==> src/rtl/alu_pkg.sv <==
// Shared definitions for the wide adder sequencer and its slice adder.
// Holds the slice width and the sequencer state encoding.
package alu_pkg;

    localparam int WORD_W = 16;

    typedef enum logic [1:0] {
        IDLE,
        RUN,
        DONE
    } seq_state_t;

endpackage

==> src/rtl/rca.sv <==
// 16-bit ripple-carry adder slice.
// Also exposes the carry into the MSB so callers can derive signed overflow.
module rca
    import alu_pkg::*;
(
    input  logic [WORD_W-1:0] a,
    input  logic [WORD_W-1:0] b,
    input  logic              cin,
    output logic [WORD_W-1:0] sum,
    output logic              cout,
    output logic              msbcin
);

    logic [WORD_W-1:0] low;
    logic [1:0]        top;

    // Add the low 15 bits first; bit 15 of that partial sum is the carry into the MSB
    assign low = {1'b0, a[WORD_W-2:0]} + {1'b0, b[WORD_W-2:0]} + WORD_W'(cin);

    // MSB column uses the carry produced by the lower bits
    assign top = {1'b0, a[WORD_W-1]} + {1'b0, b[WORD_W-1]} + {1'b0, low[WORD_W-1]};

    assign sum    = {top[0], low[WORD_W-2:0]};
    assign cout   = top[1];
    assign msbcin = low[WORD_W-1];

endmodule

==> src/rtl/wide_add_seq.sv <==
// Multi-cycle wide adder/subtractor: one 16-bit slice per cycle, LSW first,
// carry chained through a register, result and ALU flags over valid/ready.
module wide_add_seq
    import alu_pkg::*;
#(
    parameter int WORDS = 4
) (
    input  logic                    clk,
    input  logic                    rst,
    input  logic                    start_valid,
    output logic                    start_ready,
    input  logic                    op_sub,
    input  logic [WORD_W*WORDS-1:0] a,
    input  logic [WORD_W*WORDS-1:0] b,
    output logic                    res_valid,
    input  logic                    res_ready,
    output logic [WORD_W*WORDS-1:0] result,
    output logic                    flag_c,
    output logic                    flag_v,
    output logic                    flag_z,
    output logic                    flag_n,
    output logic                    busy
);

    localparam int IDX_W = (WORDS > 1) ? $clog2(WORDS) : 1;
    localparam logic [IDX_W-1:0] LAST = IDX_W'(WORDS - 1);

    seq_state_t state;

    logic [WORDS-1:0][WORD_W-1:0] a_r;
    logic [WORDS-1:0][WORD_W-1:0] b_r;
    logic [WORDS-1:0][WORD_W-1:0] acc;
    logic [WORDS-1:0][WORD_W-1:0] acc_next;

    logic [IDX_W-1:0] idx;
    logic             carry;
    logic             zacc;

    logic [WORD_W-1:0] sum;
    logic              cout;
    logic              msbcin;

    rca u_rca (
        .a      (a_r[idx]),
        .b      (b_r[idx]),
        .cin    (carry),
        .sum    (sum),
        .cout   (cout),
        .msbcin (msbcin)
    );

    // Working accumulator with the current slice merged in; published only at the end
    // so the visible result never shows a partially built value
    always_comb begin
        acc_next      = acc;
        acc_next[idx] = sum;
    end

    // Sequencer FSM with registered handshake outputs, operand/result and flag registers
    always_ff @(posedge clk) begin
        if (rst) begin
            state       <= IDLE;
            start_ready <= 1'b1;
            res_valid   <= 1'b0;
            busy        <= 1'b0;
            result      <= '0;
            flag_c      <= 1'b0;
            flag_v      <= 1'b0;
            flag_z      <= 1'b0;
            flag_n      <= 1'b0;
            idx         <= '0;
            carry       <= 1'b0;
            zacc        <= 1'b0;
            a_r         <= '0;
            b_r         <= '0;
            acc         <= '0;
        end else begin
            unique case (state)
                IDLE: begin
                    if (start_valid) begin
                        a_r         <= a;
                        b_r         <= op_sub ? ~b : b;
                        carry       <= op_sub;
                        idx         <= '0;
                        zacc        <= 1'b1;
                        state       <= RUN;
                        start_ready <= 1'b0;
                        busy        <= 1'b1;
                    end
                end
                RUN: begin
                    acc   <= acc_next;
                    carry <= cout;
                    zacc  <= zacc & (sum == '0);
                    if (idx == LAST) begin
                        result    <= acc_next;
                        flag_c    <= cout;
                        flag_v    <= cout ^ msbcin;
                        flag_z    <= zacc & (sum == '0);
                        flag_n    <= sum[WORD_W-1];
                        idx       <= '0;
                        state     <= DONE;
                        res_valid <= 1'b1;
                    end else begin
                        idx <= idx + 1'b1;
                    end
                end
                DONE: begin
                    if (res_ready) begin
                        state       <= IDLE;
                        res_valid   <= 1'b0;
                        busy        <= 1'b0;
                        start_ready <= 1'b1;
                    end
                end
                default: begin
                    state       <= IDLE;
                    start_ready <= 1'b1;
                    res_valid   <= 1'b0;
                    busy        <= 1'b0;
                end
            endcase
        end
    end

endmodule

==> config.mk <==
export PLATFORM = sky130hd
export DESIGN_NAME = wide_add_seq
export DESIGN_NICKNAME = d
export VERILOG_FILES = /design/src/rtl/alu_pkg.sv /design/src/rtl/rca.sv /design/src/rtl/wide_add_seq.sv
export SDC_FILE = /design/constraint.sdc
export NUM_CORES = 1
export LEC_CHECK = 0
export BUFFER_PORTS_ARGS = -buffer_cell sky130_fd_sc_hd__buf_2
export CORE_AREA = 3 3 149 165
export DETAILED_ROUTE_END_ITERATION = 6
export DIE_AREA = 0 0 152 168
export GPL_TIMING_DRIVEN = 0
export MAX_ROUTING_LAYER = met4
export PLACE_DENSITY = 0.79
export SLEW_MARGIN = 5
export SYNTH_ARGS = -nofsm -noshare
export SYNTH_HDL_FRONTEND = slang
export SYNTH_SLANG_ARGS = --single-unit
==> constraint.sdc <==
create_clock -name clk -period 4.9 [get_ports clk]
set_clock_uncertainty 0.1 [all_clocks]
set_input_delay 1.47 -clock clk [delete_from_list [all_inputs] [get_ports clk]]
set_output_delay 1.47 -clock clk [all_outputs]
set_load 0.05 [all_outputs]
==> impl_metrics.env, run 1 <==
export IMPL_dp_cells=1786
export IMPL_antenna_cells=0
export IMPL_synth_xor_area_frac=0.0616
export IMPL_final_nets=1667
export IMPL_rsz0062_at_grt="false"
export IMPL_final_cells=1832
export IMPL_status="completed"
export IMPL_root_buffer="clkbuf_16"
export IMPL_crit_required_ns=5.24
export IMPL_hold_depth=2
export IMPL_core_um2=22900
export IMPL_syn_avg_cell_area_um2=8.89
export IMPL_p_leak_nw=5.27
export IMPL_drive_gt1_frac=0.208
export IMPL_ioPinCount=204
export IMPL_synth_cells=1284
export IMPL_dr_pass1_iters=5
export IMPL_htreeDepth=1
export IMPL_timing_rr_end="flag_z$_SDFFE_PP0P_"
export IMPL_maxCapViolCount=0
export IMPL_synth_compound_gate_area_share=0.180
export IMPL_min_from="result[52]$_SDFFE_PP0P_"
export IMPL_slew_violations=0
export IMPL_synth_top_flop_cell="dfxtp_1"
export IMPL_fillers=1996
export IMPL_synth_edff_count=0
export IMPL_gp_congestion=0.916
export IMPL_grt_usage=0.256
export IMPL_register_area_um2=5060
export IMPL_viasPerCell=5.55
export IMPL_initial_core_util=0.498
export IMPL_dp_hpwl_um=25100
export IMPL_cts_tree="yes"
export IMPL_setup_viol=0
export IMPL_die_h_um=168
export IMPL_cts_buffer_depth=3
export IMPL_seq_power_share=0.435
export IMPL_reg2reg_from="idx[0]$_SDFFE_PP0P_"
export IMPL_cp_data_arrival_time_ns=5.00
export IMPL_hold_violations=0
export IMPL_drc=0
export IMPL_ant_nets=0
export IMPL_clk_pin_slew_ns=0.06
export IMPL_cts_made_buffers=26
export IMPL_min_to="result[52]$_SDFFE_PP0P_"
export IMPL_fp_dieW_um=152
export IMPL_wl_per_cell_um=18.1
export IMPL_tightest_slew_ns=1.20
export IMPL_antenna_found_initial=0
export IMPL_r2r_slack_ns=0.25
export IMPL_period_share=0.950
export IMPL_io_buffers=202
export IMPL_drt_initial_drc_count=1027
export IMPL_crit_fanout=10
export IMPL_fmax_ghz=0.215
export IMPL_seq_area_frac_synth=0.444
export IMPL_multi_input_area_um2=5860
export IMPL_num_vias=10169
export IMPL_power_density_nw_per_um2=373
export IMPL_muxShareOfSynthArea=0.0957
export IMPL_worstHoldPathType="reg2reg"
export IMPL_grt_pass1_wl_um=51800
export IMPL_ys_seq_elements=253
export IMPL_syn_area_um2=11400
export IMPL_synth_simple_area_share=0.151
export IMPL_rr_worst_depth=15
export IMPL_wl_um=33100
export IMPL_die_area_um2=25500
export IMPL_criticalPathCategory="reg2reg"
export IMPL_critPathLaunch="idx[0]$_SDFFE_PP0P_"
export IMPL_cts_sinks=253
export IMPL_synthArstFlopShare=0
export IMPL_cp_start_kind="flip-flop"
export IMPL_syn_to_final_growth_pct=20.0
export IMPL_slew_limit_headroom=0.195
export IMPL_postCtsSetupBuffers=0
export IMPL_total_power_w=0.00511
export IMPL_rows=58
export IMPL_clock_latency_ns=0.53
export IMPL_grt_overflow_total=0
export IMPL_yosysUniqueCellTypes=59
export IMPL_cp_end_kind="flip-flop"
export IMPL_grt_max_degree=15
export IMPL_p_switching_w=0.00142
export IMPL_synth_top_family_by_area="compound AO/OA/AOI/OAI gates"
export IMPL_synth_fp_nets=1438
export IMPL_pwr_share_clk=0.400
export IMPL_synth_adder_area_share=0.0250
export IMPL_grt_pass1_vias=9851
export IMPL_p_comb_frac=0.166
export IMPL_vdd_drop_max_mv=0.264
export IMPL_p_int_w=0.00369
export IMPL_sw_frac_of_total=0.278
export IMPL_fin_crit_ns=4.65
export IMPL_ys_warnings_count=0
logic make-up after synthesis:
group                    after synthesis
AO/OA/AOI/OAI                        308
flip-flops                           253
multiplexers                          69
AND/OR/NAND/NOR                      432
buffers and inverters                125
adder cells (fa/ha/maj)               21
XOR/XNOR                              76
worst max path at each step:
stage / end / slack (ns) / cells past startpoint
6_report: flag_z$_SDFFE_PP0P_ / 0.25 / 15
5_1_grt: flag_z$_SDFFE_PP0P_ / 0.05 / 15
3_3_place_gp: flag_z$_SDFFE_PP0P_ / -0.47 / 16
3_5_place_dp: flag_z$_SDFFE_PP0P_ / -0.54 / 16
4_1_cts: flag_z$_SDFFE_PP0P_ / 0.04 / 15
2_1_floorplan: flag_z$_SDFFE_PP0P_ / 0.31 / 16
layer usage:
| metal | wire [µm] | track usage | vias up | part of all wire |
|---|---|---|---|---|
| met2 | 15600 | 0.420 | 492 | 0.47 |
| li1 | - | - | 4897 | - |
| met1 | 13600 | 0.329 | 4675 | 0.41 |
| met4 | 1230 | 0.0872 | 0 | 0.037 |
| met5 | 0 | - | - | 0 |
| met3 | 2670 | 0.0324 | 105 | 0.081 |
cells in the final DEF, fill, tap and decap left out, drive strengths merged, types with 6 or more instances in the layout:
cell type  Yosys  final
nor2         145    145
ha            18     18
xnor2         70     70
inv           14     15
a21o           6      6
o21ai          8      8
nand2        244    244
a211oi       121    121
xor2           6      6
buf           21    222
clkbuf        90    127
nor3          11     11
nand3          6      6
mux2i         36     36
o211ai         8      8
a21oi        146    146
mux4          32     32
dfxtp        253    253
metrics by stage:
step | setup WS, ns | cell area, µm² | util | setup TNS [ns] | hold WS (ns)
2_1_floorplan | 0.309 | 11400 | - | 0 | 0.333
3_3_place_gp | -0.471 | 12800 | 0.558 | -0.989 | 0.339
3_5_place_dp | -0.536 | 12800 | 0.558 | -1.34 | 0.345
4_1_cts | 0.0446 | 13700 | 0.597 | 0 | 0.353
5_1_grt | 0.0542 | 13700 | 0.597 | 0 | 0.369
6_report | 0.247 | 13700 | 0.597 | 0 | 0.351
flip-flops by register name (all words and copies together) (netlist names), 2 cells and up:
register / count
idx: 2
result: 64
a_r: 64
state: 2
acc: 48
b_r: 64
Yosys cell counts (2+ instances only):
cell type	instances	area (µm²)
dfxtp_1	253	5060
nand2_1	244	916
nor2_1	145	544
a21oi_1	143	716
a211oi_1	117	878
clkbuf_1	90	338
xnor2_1	68	596
mux2i_1	36	360
mux4_2	32	721
ha_1	18	225
inv_1	14	52.6
buf_2	11	55.1
nor3_1	10	50.1
buf_1	9	33.8
a21o_1	6	45.0
nand3_1	6	30.0
o211ai_1	6	45.0
and2_1	5	31.3
nand2b_1	5	31.3
o21a_1	5	37.5
a211oi_2	4	50.1
nor2b_1	4	25.0
o21ai_0	4	20.0
fa_1	3	60.1
xor2_1	3	26.3
xor2_2	3	48.8
a21oi_2	2	17.5
a31oi_4	2	42.5
nand3b_1	2	15.0
nand4_1	2	12.5
o211ai_2	2	25.0
o21ai_2	2	17.5
xnor2_2	2	32.5
critical path: stages (launching register included):
cell and delay, ns:
dfxtp_1 0.36, clkbuf_4 0.25, buf_6 0.23, mux4_2 0.59, ha_1 0.45, o211ai_2 0.18
o211ai_2 0.26, a31oi_4 0.16, a21oi_4 0.26, a31oi_4 0.14, fa_2 0.72, nand4_1 0.11
nor4_1 0.15, and4b_1 0.23, nand4bb_1 0.16, o31ai_2 0.21
power by group through the flow:
stage	Combinational [W]	Sequential [W]	Clock [W]
2_1_floorplan	0.000552	0.00225	0
3_3_place_gp	0.000808	0.00226	0
3_5_place_dp	0.000824	0.00226	0
4_1_cts	0.000831	0.00222	0.00206
5_1_grt	0.000914	0.00223	0.00214
6_report	0.000846	0.00222	0.00204
area by class of cell:
class,count,share of cell area
plain buffers,110,0.0330
clock buffers,37,0.0543
clock inverters,10,0.0100
inverters,14,0.00384
multi-input cells,906,0.428
flip-flops and latches,253,0.370
well taps,300,0.0274
repair buffers,202,0.0738
repair_timing:
| action | CTS | global route |
|---|---|---|
| endpoints found under the setup margin | 7 | 2 |
| hold buffers | 0 | 0 |
| pin swaps | 0 | 0 |
| gates resized for setup | 10 | 7 |
Power figures use the tool's default switching activity.
==> inputs of run 2 (changes only) <==
CTS_BUF_LIST = sky130_fd_sc_hd__clkbuf_16   (was default)
==> impl_metrics.env, run 2 (synthesis results as in run 1) <==
export IMPL_top_regs="a_r x64, b_r x64, result x64"
export IMPL_cts_made_buffers=26
export IMPL_sw_frac_of_total=0.281
export IMPL_wl_um=33000
export IMPL_clk_pin_slew_ns=0.06
export IMPL_seq_power_share=0.440
export IMPL_worstHoldPathType="reg2reg"
export IMPL_viasPerCell=5.54
export IMPL_total_power_w=0.00504
export IMPL_wl_per_cell_um=18.0
export IMPL_final_cells=1832
export IMPL_fmax_ghz=0.216
export IMPL_dp_hpwl_um=25100
export IMPL_grt_overflow_total=0
export IMPL_status="completed"
export IMPL_clock_latency_ns=0.53
export IMPL_tightest_slew_ns=1.17
export IMPL_layout_commonest_cell="dfxtp_1"
export IMPL_dr_pass1_iters=5
export IMPL_cts_buffer_depth=3
export IMPL_core_um2=22900
export IMPL_cp_end_kind="flip-flop"
export IMPL_power_density_nw_per_um2=369
export IMPL_cts_tree="yes"
export IMPL_grt_pass1_vias=9853
export IMPL_rsz0062_at_grt="false"
export IMPL_die_h_um=168
export IMPL_slew_violations=0
export IMPL_final_nets=1667
export IMPL_drc=0
export IMPL_p_leak_nw=5.29
export IMPL_cp_data_arrival_time_ns=4.97
export IMPL_grt_usage=0.255
export IMPL_grt_pass1_wl_um=51800
export IMPL_hold_violations=0
export IMPL_io_buffers=202
export IMPL_crit_required_ns=5.25
export IMPL_antenna_found_initial=0
export IMPL_postCtsSetupBuffers=0
export IMPL_period_share=0.944
export IMPL_p_int_w=0.00363
export IMPL_dp_cells=1786
export IMPL_root_buffer="clkbuf_16"
export IMPL_setup_viol=0
export IMPL_rows=58
export IMPL_criticalPathCategory="reg2reg"
export IMPL_num_vias=10151
export IMPL_whs_ns=0.352
export IMPL_syn_to_final_growth_pct=19.8
export IMPL_die_area_um2=25500
export IMPL_ant_nets=0
export IMPL_cts_hold_buf=0
export IMPL_ioPinCount=204
export IMPL_grt_max_degree=15
export IMPL_slew_limit_headroom=0.213
export IMPL_maxCapViolCount=0
export IMPL_pwr_share_clk=0.392
export IMPL_drive_gt1_frac=0.206
export IMPL_initial_core_util=0.498
export IMPL_p_comb_frac=0.168
export IMPL_cp_start_kind="flip-flop"
export IMPL_fillers=2004
export IMPL_cts_sinks=253
export IMPL_fin_crit_ns=4.63
export IMPL_htreeDepth=1
export IMPL_vdd_drop_max_mv=0.269
export IMPL_p_switching_w=0.00142
export IMPL_final_setup_tns_ns=0
export IMPL_antenna_cells=0
export IMPL_gp_congestion=0.916
export IMPL_crit_fanout=10
export IMPL_fp_dieW_um=152
export IMPL_mostFrequentLayoutCells="253 x dfxtp_1, 244 x nand2_1, 213 x buf_2, 145 x nor2_1, 143 x a21oi_1"
export IMPL_drt_initial_drc_count=931
run 2: repair_timing:
item	in CTS	in global routing
resized for setup	10	7
pin swaps	0	0
setup endpoints to repair	7	2
run 2: through the flow:
stage | cell area (µm²) | utilization | setup WS [ns]
5_1_grt | 13700 | 0.596 | 0.0542
6_report | 13700 | 0.596 | 0.275
3_5_place_dp | 12800 | 0.558 | -0.536
4_1_cts | 13700 | 0.596 | 0.0446
3_3_place_gp | 12800 | 0.558 | -0.471
2_1_floorplan | 11400 | - | 0.309
run 2: final timing paths:
path                           startpoint                 endpoint  slack, ns  cells past startpoint
hold reg to reg   result[15]$_SDFFE_PP0P_  result[15]$_SDFFE_PP0P_       0.35                      2
setup reg to reg      idx[0]$_SDFFE_PP0P_      flag_z$_SDFFE_PP0P_       0.27                     15
hold / removal    result[15]$_SDFFE_PP0P_  result[15]$_SDFFE_PP0P_       0.35                      2
setup / recovery      idx[0]$_SDFFE_PP0P_      flag_z$_SDFFE_PP0P_       0.27                     15
run 2: worst max-delay path: stages (launching register included):
cell       delay (ns)
dfxtp_1          0.36
clkbuf_4         0.25
buf_6            0.23
mux4_2           0.59
ha_1             0.45
o211ai_2         0.18
o211ai_2         0.26
a31oi_4          0.16
a21oi_4          0.26
a31oi_4          0.14
fa_2             0.72
nand4_1          0.12
nor4_1           0.15
and4b_1          0.22
nand4bb_1        0.16
o31ai_2          0.20
run 2: layer usage:
metal | wire (µm) | share of wire | track usage | vias to the layer above
met5 | 0 | 0 | - | -
met4 | 1260 | 0.038 | 0.0872 | 0
met3 | 2660 | 0.081 | 0.0324 | 99
met2 | 15500 | 0.47 | 0.420 | 481
met1 | 13600 | 0.41 | 0.328 | 4676
li1 | - | - | - | 4895
run 2: area by class of cell:
class / count / area (µm²) / area share
Sequential cell: 253 / 5060 / 0.371
Clock inverter: 20 / 175 / 0.0128
Tap cell: 300 / 375 / 0.0275
Multi-Input combinational cell: 906 / 5860 / 0.429
Clock buffer: 27 / 676 / 0.0494
Buffer: 110 / 452 / 0.0330
Inverter: 14 / 52.6 / 0.00384
Timing Repair Buffer: 202 / 1010 / 0.0740
run 2: power by group through the flow:
stage,clock network (W),logic [W],registers (W)
floorplan,0,0.000552,0.00225
global placement,0,0.000808,0.00226
detailed placement,0,0.000824,0.00226
CTS,0.00199,0.000831,0.00222
global route,0.00207,0.000914,0.00223
finish,0.00198,0.000847,0.00222
==> inputs of run 3 (changes only) <==
BUFFER_PORTS_ARGS = -buffer_cell sky130_fd_sc_hd__clkbuf_2   (was -buffer_cell sky130_fd_sc_hd__buf_2)
CORE_AREA = 2 2 148 164   (was 3 3 149 165)
DIE_AREA = 0 0 150 166   (was 0 0 152 168)
==> impl_metrics.env, run 3 (synthesis results as in run 1) <==
export IMPL_status="completed"
export IMPL_min_to="a_r[55]$_SDFFE_PP0P_"
export IMPL_fin_crit_ns=4.67
export IMPL_final_nets=1667
export IMPL_slew_violations=0
export IMPL_clock_latency_ns=0.53
export IMPL_fmax_ghz=0.214
export IMPL_worstHoldPathType="reg2reg"
export IMPL_final_cells=1838
export IMPL_register_area_um2=5060
export IMPL_dr_pass1_iters=7
export IMPL_timing_rr_end="flag_z$_SDFFE_PP0P_"
export IMPL_cp_data_arrival_time_ns=5.02
export IMPL_top_regs="a_r x64, b_r x64, result x64"
export IMPL_cts_hold_buf=0
export IMPL_p_leak_nw=5.24
export IMPL_power_density_nw_per_um2=369
export IMPL_drt_initial_drc_count=620
export IMPL_maxCapViolCount=0
export IMPL_ioPinCount=204
export IMPL_antenna_found_initial=0
export IMPL_rr_worst_depth=15
export IMPL_cts_made_buffers=26
export IMPL_path_buf_inv=2
export IMPL_rows=59
export IMPL_setup_viol=0
export IMPL_path_cells="clkbuf_4 -> buf_2 -> mux4_2 -> ha_1 -> and2_1 -> a221o_1 -> a31oi_4 -> a21oi_4 -> a31oi_4 -> fa_2 -> nand4_1 -> nor4_1 -> and4b_1 -> nand4bb_1 -> o31ai_2"
export IMPL_cts_tree="yes"
export IMPL_critPathLaunch="idx[0]$_SDFFE_PP0P_"
export IMPL_postLayoutCellArea_um2=13700
export IMPL_criticalPathCategory="reg2reg"
export IMPL_hold_depth=2
export IMPL_syn_to_final_growth_pct=19.8
export IMPL_die_area_um2=24900
export IMPL_critical_path_top_delay_family="adder cells"
export IMPL_initial_core_util=0.489
export IMPL_antenna_cells=0
export IMPL_num_vias=10112
export IMPL_rsz0062_at_grt="false"
export IMPL_mostFrequentLayoutCells="253 x dfxtp_1, 244 x nand2_1, 204 x clkbuf_2, 145 x nor2_1, 143 x a21oi_1"
export IMPL_cts_buffer_depth=3
export IMPL_dp_hpwl_um=24600
export IMPL_total_power_w=0.00504
export IMPL_hold_violations=0
export IMPL_die_h_um=166
export IMPL_wl_per_cell_um=17.7
export IMPL_multi_input_area_um2=5870
export IMPL_root_buffer="clkbuf_16"
export IMPL_clk_pin_slew_ns=0.07
export IMPL_min_from="a_r[55]$_SDFFE_PP0P_"
export IMPL_crit_fanout=10
export IMPL_io_buffers=202
export IMPL_grt_pass1_wl_um=50700
export IMPL_fp_dieW_um=150
export IMPL_fillers=2095
export IMPL_final_setup_tns_ns=0
export IMPL_cpMostUsedCell="a31oi_4"
export IMPL_crit_required_ns=5.25
export IMPL_core_um2=23300
export IMPL_dp_cells=1791
export IMPL_grt_max_degree=15
export IMPL_cp_start_kind="flip-flop"
export IMPL_slew_limit_headroom=0.186
export IMPL_tightest_slew_ns=1.21
export IMPL_reg2reg_from="idx[0]$_SDFFE_PP0P_"
export IMPL_viasPerCell=5.50
export IMPL_grt_usage=0.265
export IMPL_vdd_drop_max_mv=0.259
export IMPL_grt_pass1_vias=9636
export IMPL_cp_end_kind="flip-flop"
export IMPL_gp_congestion=0.899
export IMPL_drc=0
export IMPL_cp_slowest_cell="fa_2"
export IMPL_htreeDepth=1
export IMPL_utilization=0.586
export IMPL_r2r_slack_ns=0.23
export IMPL_place_area_um2=12800
export IMPL_layout_commonest_cell="dfxtp_1"
export IMPL_cts_sinks=253
export IMPL_grt_overflow_total=0
export IMPL_drive_gt1_frac=0.208
export IMPL_period_share=0.953
export IMPL_critPathMaxStageDelay_ns=0.72
export IMPL_ant_nets=0
export IMPL_wl_um=32600
==> run 3: changes by cell type in the layout (fill, tap and decap cells not counted), moves of 2 or more <==
cell / change
buf_2: -201
clkbuf_2: +202
clkinv_1: +3
clkinv_2: +2
ha_1: -2
ha_2: +2
inv_1: -3
==> run 3: what timing repair did <==
action,in CTS,in global routing
hold endpoints to repair,0,0
gates resized for setup,10,9
setup endpoints to repair,7,2
setup buffers,0,0
==> run 3: per-stage QoR <==
stage,hold WS [ns],setup slack (ns)
floorplan,0.333,0.309
global placement,0.338,-0.574
detailed placement,0.344,-0.587
CTS,0.352,0.0676
global route,0.369,0.0111
finish,0.350,0.232
==> run 3: layout make-up <==
type / instances / area share
inverters: 14 / 0.00384
flip-flops and latches: 253 / 0.370
clock buffers: 27 / 0.0494
multi-input cells: 906 / 0.429
plain buffers: 110 / 0.0328
well taps: 305 / 0.0279
clock inverters: 21 / 0.0127
repair buffers: 202 / 0.0739
==> run 3: power by group <==
group | switching [W] | total (W) | internal (W)
logic | 0.000537 | 0.000850 | 0.000313
registers | 0.0000591 | 0.00222 | 0.00216
clock network | 0.000820 | 0.00197 | 0.00115
total | 0.00142 | 0.00504 | 0.00363
==> run 3: worst max-delay path by stage <==
stage / cells past startpoint / slack [ns] / to
final: 15 / 0.23 / flag_z$_SDFFE_PP0P_
after global routing: 15 / 0.01 / flag_z$_SDFFE_PP0P_
after CTS: 15 / 0.07 / flag_z$_SDFFE_PP0P_
after detailed placement: 16 / -0.59 / flag_z$_SDFFE_PP0P_
after global placement: 16 / -0.57 / flag_z$_SDFFE_PP0P_
after floorplan: 16 / 0.31 / flag_z$_SDFFE_PP0P_
==> run 3: layer usage <==
layer,vias to the layer above,GRT usage,wire (µm)
li1,4893,-,-
met1,4701,0.344,13700
met3,75,0.0280,2380
met2,443,0.428,15300
met4,0,0.0976,1260
met5,-,-,0
==> run 3: worst reg2reg max path: stages (launching register included) <==
cell	delay, ns
dfxtp_1	0.36
clkbuf_4	0.25
buf_2	0.37
mux4_2	0.60
ha_1	0.42
and2_1	0.22
a221o_1	0.21
a31oi_4	0.06
a21oi_4	0.26
a31oi_4	0.14
fa_2	0.72
nand4_1	0.12
nor4_1	0.16
and4b_1	0.22
nand4bb_1	0.18
o31ai_2	0.21
